**src/rtl/m_lsu_pkg.sv**
```systemverilog
// m_lsu_pkg: shared encodings and helpers for the load/store unit
package m_lsu_pkg;

   localparam logic [1:0] SZ_B = 2'd0;
   localparam logic [1:0] SZ_H = 2'd1;
   localparam logic [1:0] SZ_W = 2'd2;

   typedef enum logic [1:0] {S_IDLE, S_BUS, S_RSP} state_t;

   // Timer must hold TIMEOUT-1; TIMEOUT is limited to 1..255
   function automatic int f_tmr_w(input int t);
      return (t < 2) ? 1 : $clog2(t);
   endfunction

   // Reserved size or an address not aligned to the access size
   function automatic logic f_misalign(input logic [1:0] size, input logic [1:0] adr);
      return (size == 2'd3) || (size == SZ_H && adr[0]) || (size == SZ_W && adr != 2'b00);
   endfunction

endpackage

```
**src/rtl/m_lsu_lanes.sv**
```systemverilog
// m_lsu_lanes: byte-lane selects, store replication and load extraction
module m_lsu_lanes
   import m_lsu_pkg::*;
(
   input  logic [1:0]  size,
   input  logic [1:0]  adr,
   input  logic        uns,
   input  logic [31:0] wdat,
   input  logic [31:0] dat_i,
   output logic [3:0]  sel,
   output logic [31:0] wrep,
   output logic [31:0] rdat
);

   logic [31:0] sh;

   // Lane mapping is purely a function of size and the low address bits
   always_comb begin
      sh   = dat_i >> {adr, 3'b000};
      sel  = (size == SZ_B) ? 4'b0001 << adr : (size == SZ_H) ? (adr[1] ? 4'b1100 : 4'b0011) : 4'b1111;
      wrep = (size == SZ_B) ? {4{wdat[7:0]}} : (size == SZ_H) ? {2{wdat[15:0]}} : wdat;
      rdat = (size == SZ_B) ? {{24{~uns & sh[7]}}, sh[7:0]} :
             (size == SZ_H) ? {{16{~uns & sh[15]}}, sh[15:0]} : sh;
   end

endmodule

```
**src/rtl/m_lsu_a16.sv**
```systemverilog
// m_lsu_a16: single-outstanding load/store front end for a classic-cycle RAM
module m_lsu_a16
   import m_lsu_pkg::*;
#(
   parameter int TIMEOUT = 15
) (
   input  logic        CLK_I,
   input  logic        RST_N_I,
   input  logic        req_valid,
   output logic        req_ready,
   input  logic        req_we,
   input  logic [1:0]  req_size,
   input  logic        req_uns,
   input  logic [15:0] req_adr,
   input  logic [31:0] req_wdat,
   output logic        rsp_valid,
   output logic        rsp_err,
   output logic [31:0] rsp_rdat,
   output logic        STB_O,
   output logic        WE_O,
   output logic [15:0] ADR_O,
   output logic [3:0]  SEL_O,
   output logic [31:0] DAT_O,
   input  logic [31:0] DAT_I,
   input  logic        ACK_I
);

   localparam int TW = f_tmr_w(TIMEOUT);

   state_t      state;
   logic        r_we, r_uns;
   logic [1:0]  r_size;
   logic [TW-1:0] timer;
   logic        idle;
   logic [3:0]  l_sel;
   logic [31:0] l_wrep, l_rdat;

   assign idle      = (state == S_IDLE);
   assign req_ready = idle;

   // In IDLE the lanes see the incoming request; afterwards the registered one
   m_lsu_lanes u_lanes (
      .size  (idle ? req_size : r_size),
      .adr   (idle ? req_adr[1:0] : ADR_O[1:0]),
      .uns   (r_uns),
      .wdat  (req_wdat),
      .dat_i (DAT_I),
      .sel   (l_sel),
      .wrep  (l_wrep),
      .rdat  (l_rdat)
   );

   // Access FSM: accept, run one bus cycle with timeout, emit one response
   always_ff @(posedge CLK_I or negedge RST_N_I)
      if (!RST_N_I) begin
         state     <= S_IDLE;
         r_we      <= 1'b0;
         r_uns     <= 1'b0;
         r_size    <= SZ_B;
         timer     <= '0;
         STB_O     <= 1'b0;
         WE_O      <= 1'b0;
         ADR_O     <= '0;
         SEL_O     <= '0;
         DAT_O     <= '0;
         rsp_valid <= 1'b0;
         rsp_err   <= 1'b0;
         rsp_rdat  <= '0;
      end else
         case (state)
            S_IDLE:
               if (req_valid) begin
                  r_we   <= req_we;
                  r_uns  <= req_uns;
                  r_size <= req_size;
                  ADR_O  <= req_adr;
                  SEL_O  <= l_sel;
                  DAT_O  <= l_wrep;
                  timer  <= '0;
                  if (f_misalign(req_size, req_adr[1:0])) begin
                     state     <= S_RSP;
                     rsp_valid <= 1'b1;
                     rsp_err   <= 1'b1;
                  end else begin
                     state <= S_BUS;
                     STB_O <= 1'b1;
                     WE_O  <= req_we;
                  end
               end
            S_BUS:
               if (ACK_I) begin
                  state     <= S_RSP;
                  STB_O     <= 1'b0;
                  WE_O      <= 1'b0;
                  timer     <= '0;
                  rsp_valid <= 1'b1;
                  rsp_rdat  <= r_we ? '0 : l_rdat;
               end else if (timer == TW'(TIMEOUT - 1)) begin
                  state     <= S_RSP;
                  STB_O     <= 1'b0;
                  WE_O      <= 1'b0;
                  timer     <= '0;
                  rsp_valid <= 1'b1;
                  rsp_err   <= 1'b1;
               end else
                  timer <= timer + 1'b1;
            default: begin
               state     <= S_IDLE;
               rsp_valid <= 1'b0;
               rsp_err   <= 1'b0;
               rsp_rdat  <= '0;
            end
         endcase

endmodule

```
**config.mk**
```make
export PLATFORM = sky130hd
export DESIGN_NAME = m_lsu_a16
export DESIGN_NICKNAME = d
export VERILOG_FILES = /design/src/rtl/m_lsu_pkg.sv /design/src/rtl/m_lsu_lanes.sv /design/src/rtl/m_lsu_a16.sv
export SDC_FILE = /design/constraint.sdc
export NUM_CORES = 1
export LEC_CHECK = 0
export BUFFER_PORTS_ARGS = -buffer_cell sky130_fd_sc_hd__clkbuf_2
export CORE_MARGIN = 10
export CORE_UTILIZATION = 30
export CTS_CLUSTER_SIZE = 16
export DETAILED_ROUTE_END_ITERATION = 16
export REMOVE_ABC_BUFFERS = 1
export SLEW_MARGIN = 10
export SYNTH_ARGS = -nofsm -noshare
export SYNTH_HDL_FRONTEND = slang
export SYNTH_SLANG_ARGS = --single-unit
```
**constraint.sdc**
```tcl
create_clock -name CLK_I -period 4.5 [get_ports CLK_I]
set_input_delay 0.225 -clock CLK_I [delete_from_list [all_inputs] [get_ports CLK_I]]
set_output_delay 0.225 -clock CLK_I [all_outputs]
set_load 0.005 [all_outputs]
```
==> key figures <==
Synth
  • Synth Area in Adders: 0.530%
  • Seq/Total Area, Yosys: 52.0%
  • Cell taking the most area after synthesis: dfrtp_1
  • Syn Inst Count: 429
  • Top-count cell post-synth: dfrtp_1
  • Largest family of logic cells by synthesized area: compound AO/OA/AOI/OAI gates
  • Most common flop cell mapped by yosys: dfrtp_1
  • Mapped Avg Cell Area: 11.0 um^2
  • Synth top area share: 52.0%
  • Top post-synthesis cells by area: dfrtp_1, mux2_2, a21oi_1
  • Post-synth EDFFs: 0
  • Asr flop ratio synth: 100%
  • Mapped cell area: 4720 um^2
  • Distinct cells, synth: 47
  • Post-synthesis register bit count: 98
  • Compound-gate portion of the synthesized area: 18.1%
  • Post-synthesis mux area share: 16.4%
  • Synthesized-area fraction occupied by and/or/nand/nor cells: 9.68%
  • Most frequent cells after synthesis: dfrtp_1, nand2_1, mux2_2
  • Post-Synth XOR/XNOR Area: 0%
  • Syn. warnings: 0

Clock tree
  • Reg clk slew, reported paths: 70 ps
  • CTS max path bufs: 2
  • Clock sinks: 98
  • Max H-tree Level: 3
  • CTS root buf: clkbuf_16
  • CTS tree: built
  • Post-CTS Repair Setup Buffers: 0
  • Later-pin clock latency in the skew report: 350 ps
  • CTS Buf Count: 9

Pwr
  • Cell-internal power: 0.00250 W
  • NetSw: 0.00160 W
  • Flop pwr share: 36.7%
  • Comb power frac: 45.1%
  • VDD IR max: 0.248 mV
  • Clk network pwr share: 18.2%
  • Sw Ratio: 39.1%
  • Leakage power figure: 2.84 nW
  • PD cells: 667 nW/um^2

Route
  • WL final: 15.1 mm
  • Met3 WL: 1.50 mm
  • Met2 WL: 7.04 mm
  • Drt via density: 5.02
  • Routed vias: 4080
  • Post-Route M1 WL: 6.31 mm
  • DR top layer: met4
  • Antenna viol nets, final: 0
  • Wire per inst: 18.5 um
  • Drt pass-1 iters: 5
  • Residual DRC: 0
  • Initial DRC Count: 245

Critical path
  • Crit path max fanout: 25
  • Crit end category: flop
  • Worst EP arrival: 2980 ps
  • Worst EP required: 4710 ps
  • Critical path launch point type: flop
  • R2R setup slack: 1730 ps
  • Crit Path Category: reg2reg

Timing
  • Worst-margin pin slew: 879 ps
  • Final setup viols: 0
  • Fin. Hold Viols: 0
  • Final slew viol count: 0
  • Fin Clk Skew: 11.4 ps
  • Final setup TNS: 0 ps
  • Rel. slew slack: 40.2%
  • Min cycle time layout: 2770 ps
  • RSZ-0062 raised after global routing: false
  • Peak Freq: 361 MHz
  • Tcrit/Tclk final: 61.5%

Die
  • Row cnt: 45
  • IO Count: 177
  • Initial Utilization: 30.8%
  • Chip Height: 145 um
  • Core area: 15300 um^2
  • Die ar.: 21100 um^2
  • Die Wd: 145 um

Global route
  • Largest net degree at the start of global routing: 56
  • GRT Resource Usage Total: 14.2%
  • Gr ovfl total: 0
  • Vias in the first global route: 4338
  • Initial antenna violation count: 1
  • First-pass GRT wire length: 24.4 mm

Place
  • Placement Cell Area: 5850 um^2
  • Total placed cells including tap cells: 795
  • Hpwl dp: 11.1 mm
  • Port buffer count: 176
  • Placer Congestion: 0.796

Finish
  • Share of cells above drive strength 1: 43.9%
  • Fill count: 1542
  • Design area: 6150 um^2
  • Area grow syn2layout: 30.3%
  • # nets final: 686
  • Non-Filler Instances: 813

Outcome
  • Status: complete, no violations

Flow run
  • Max cap viols: 0

Worst hold path
  • Hold crit path type: in2reg
[timing repair]
| action | CTS | global route |
|---|---|---|
| hold buffers | 1 | 0 |
| gates resized for setup | 0 | 0 |
| endpoints found under the hold margin | 54 | 0 |
[flip-flops by register name, summed over array words and instances, names as in the netlist, 2 cells and up]
register,flops
SEL_O,4
ADR_O,16
r_size,2
rsp_rdat,32
state,2
timer,4
DAT_O,32
[worst paths after layout]
check / start / endpoint / cells past startpoint
hold / removal: req_wdat[23] / DAT_O[23]$_DFFE_PN0P_ / 3
setup reg to reg: state[1]$_DFFE_PN0P_ / rsp_rdat[30]$_DFFE_PN0P_ / 7
min in group asynchronous: RST_N_I / rsp_rdat[6]$_DFFE_PN0P_ / 2
setup / recovery: state[1]$_DFFE_PN0P_ / rsp_rdat[30]$_DFFE_PN0P_ / 7
hold reg to reg: rsp_rdat[16]$_DFFE_PN0P_ / rsp_rdat[16]$_DFFE_PN0P_ / 2
max in group asynchronous: RST_N_I / timer[1]$_DFFE_PN0P_ / 3
[cells by family after synthesis]
group / after synthesis
adders and majority gates: 2
AOI/OAI and AO/OA: 128
muxes: 62
and+or+nand+nor: 104
DFF: 98
buffers and inverters: 35
[per-stage QoR]
step	hold slack, ps	setup WS, ps	total power (W)	utilization, %
finish	103	1730	0.00410	40.1
global route	91.6	1520	0.00445	40.1
CTS	88.7	1730	0.00418	40.1
detailed placement	328	1750	0.00341	38.2
global placement	325	1840	0.00335	38.2
floorplan	-70.6	-9.56	0.00256	-
[worst max-delay path: stages (launching register included)]
cell and delay (ps):
dfrtp_1 600, or2_1 420, mux2i_4 280, buf_4 330
a211oi_1 100, nor3_2 480, buf_4 320, o31ai_1 100
[per-layer routing]
metal / global-route usage [%] / up-vias
li1: - / 1929
met4: 4.65 / 0
met5: 0 / -
met1: 17.1 / 1962
met2: 22.4 / 175
met3: 6.18 / 14
[placed cells by master, fill, tap and decap left out, types with 2 or more instances in the layout]
master     count
or3_1          2
clkbuf_16      9
clkinv_4       2
a221oi_1       8
nand2b_1       3
dfrtp_1       98
a211oi_1       3
a32o_1         2
nor2_1        33
o21ai_0       18
o22ai_1        2
a31oi_1        9
ha_1           2
o21a_1         5
o21bai_1       2
o31a_1         2
a21oi_1       40
mux2i_4        2
a22o_1         8
mux4_2         7
mux2_2        44
mux2i_1        9
inv_1          3
nor3_1         2
or3b_2         2
a222oi_1       8
clkbuf_2     175
nand2_1       47
o31ai_1       16
buf_4         10
nand3_1        4
[area by class of cell]
| type | count | area, um^2 | area share, % |
|---|---|---|---|
| flip-flops and latches | 98 | 2450 | 39.9 |
| multi-input cells | 296 | 2150 | 35.0 |
| repair buffers | 187 | 981 | 16.0 |
| well taps | 211 | 264 | 4.30 |
| clock buffers | 11 | 243 | 3.95 |
| clock inverters | 5 | 38.8 | 0.631 |
| inverters | 4 | 15.0 | 0.244 |
| diodes | 1 | 2.50 | 0.0407 |
[power groups by stage]
stage	Clock [W]	Combinational, W	Sequential, W
6_report	0.000746	0.00185	0.00151
3_5_place_dp	0	0.00189	0.00152
5_1_grt	0.000813	0.00207	0.00156
4_1_cts	0.000773	0.00189	0.00151
3_3_place_gp	0	0.00186	0.00150
2_1_floorplan	0	0.00106	0.00150
No activity file was read; power rests on OpenSTA's default activity.
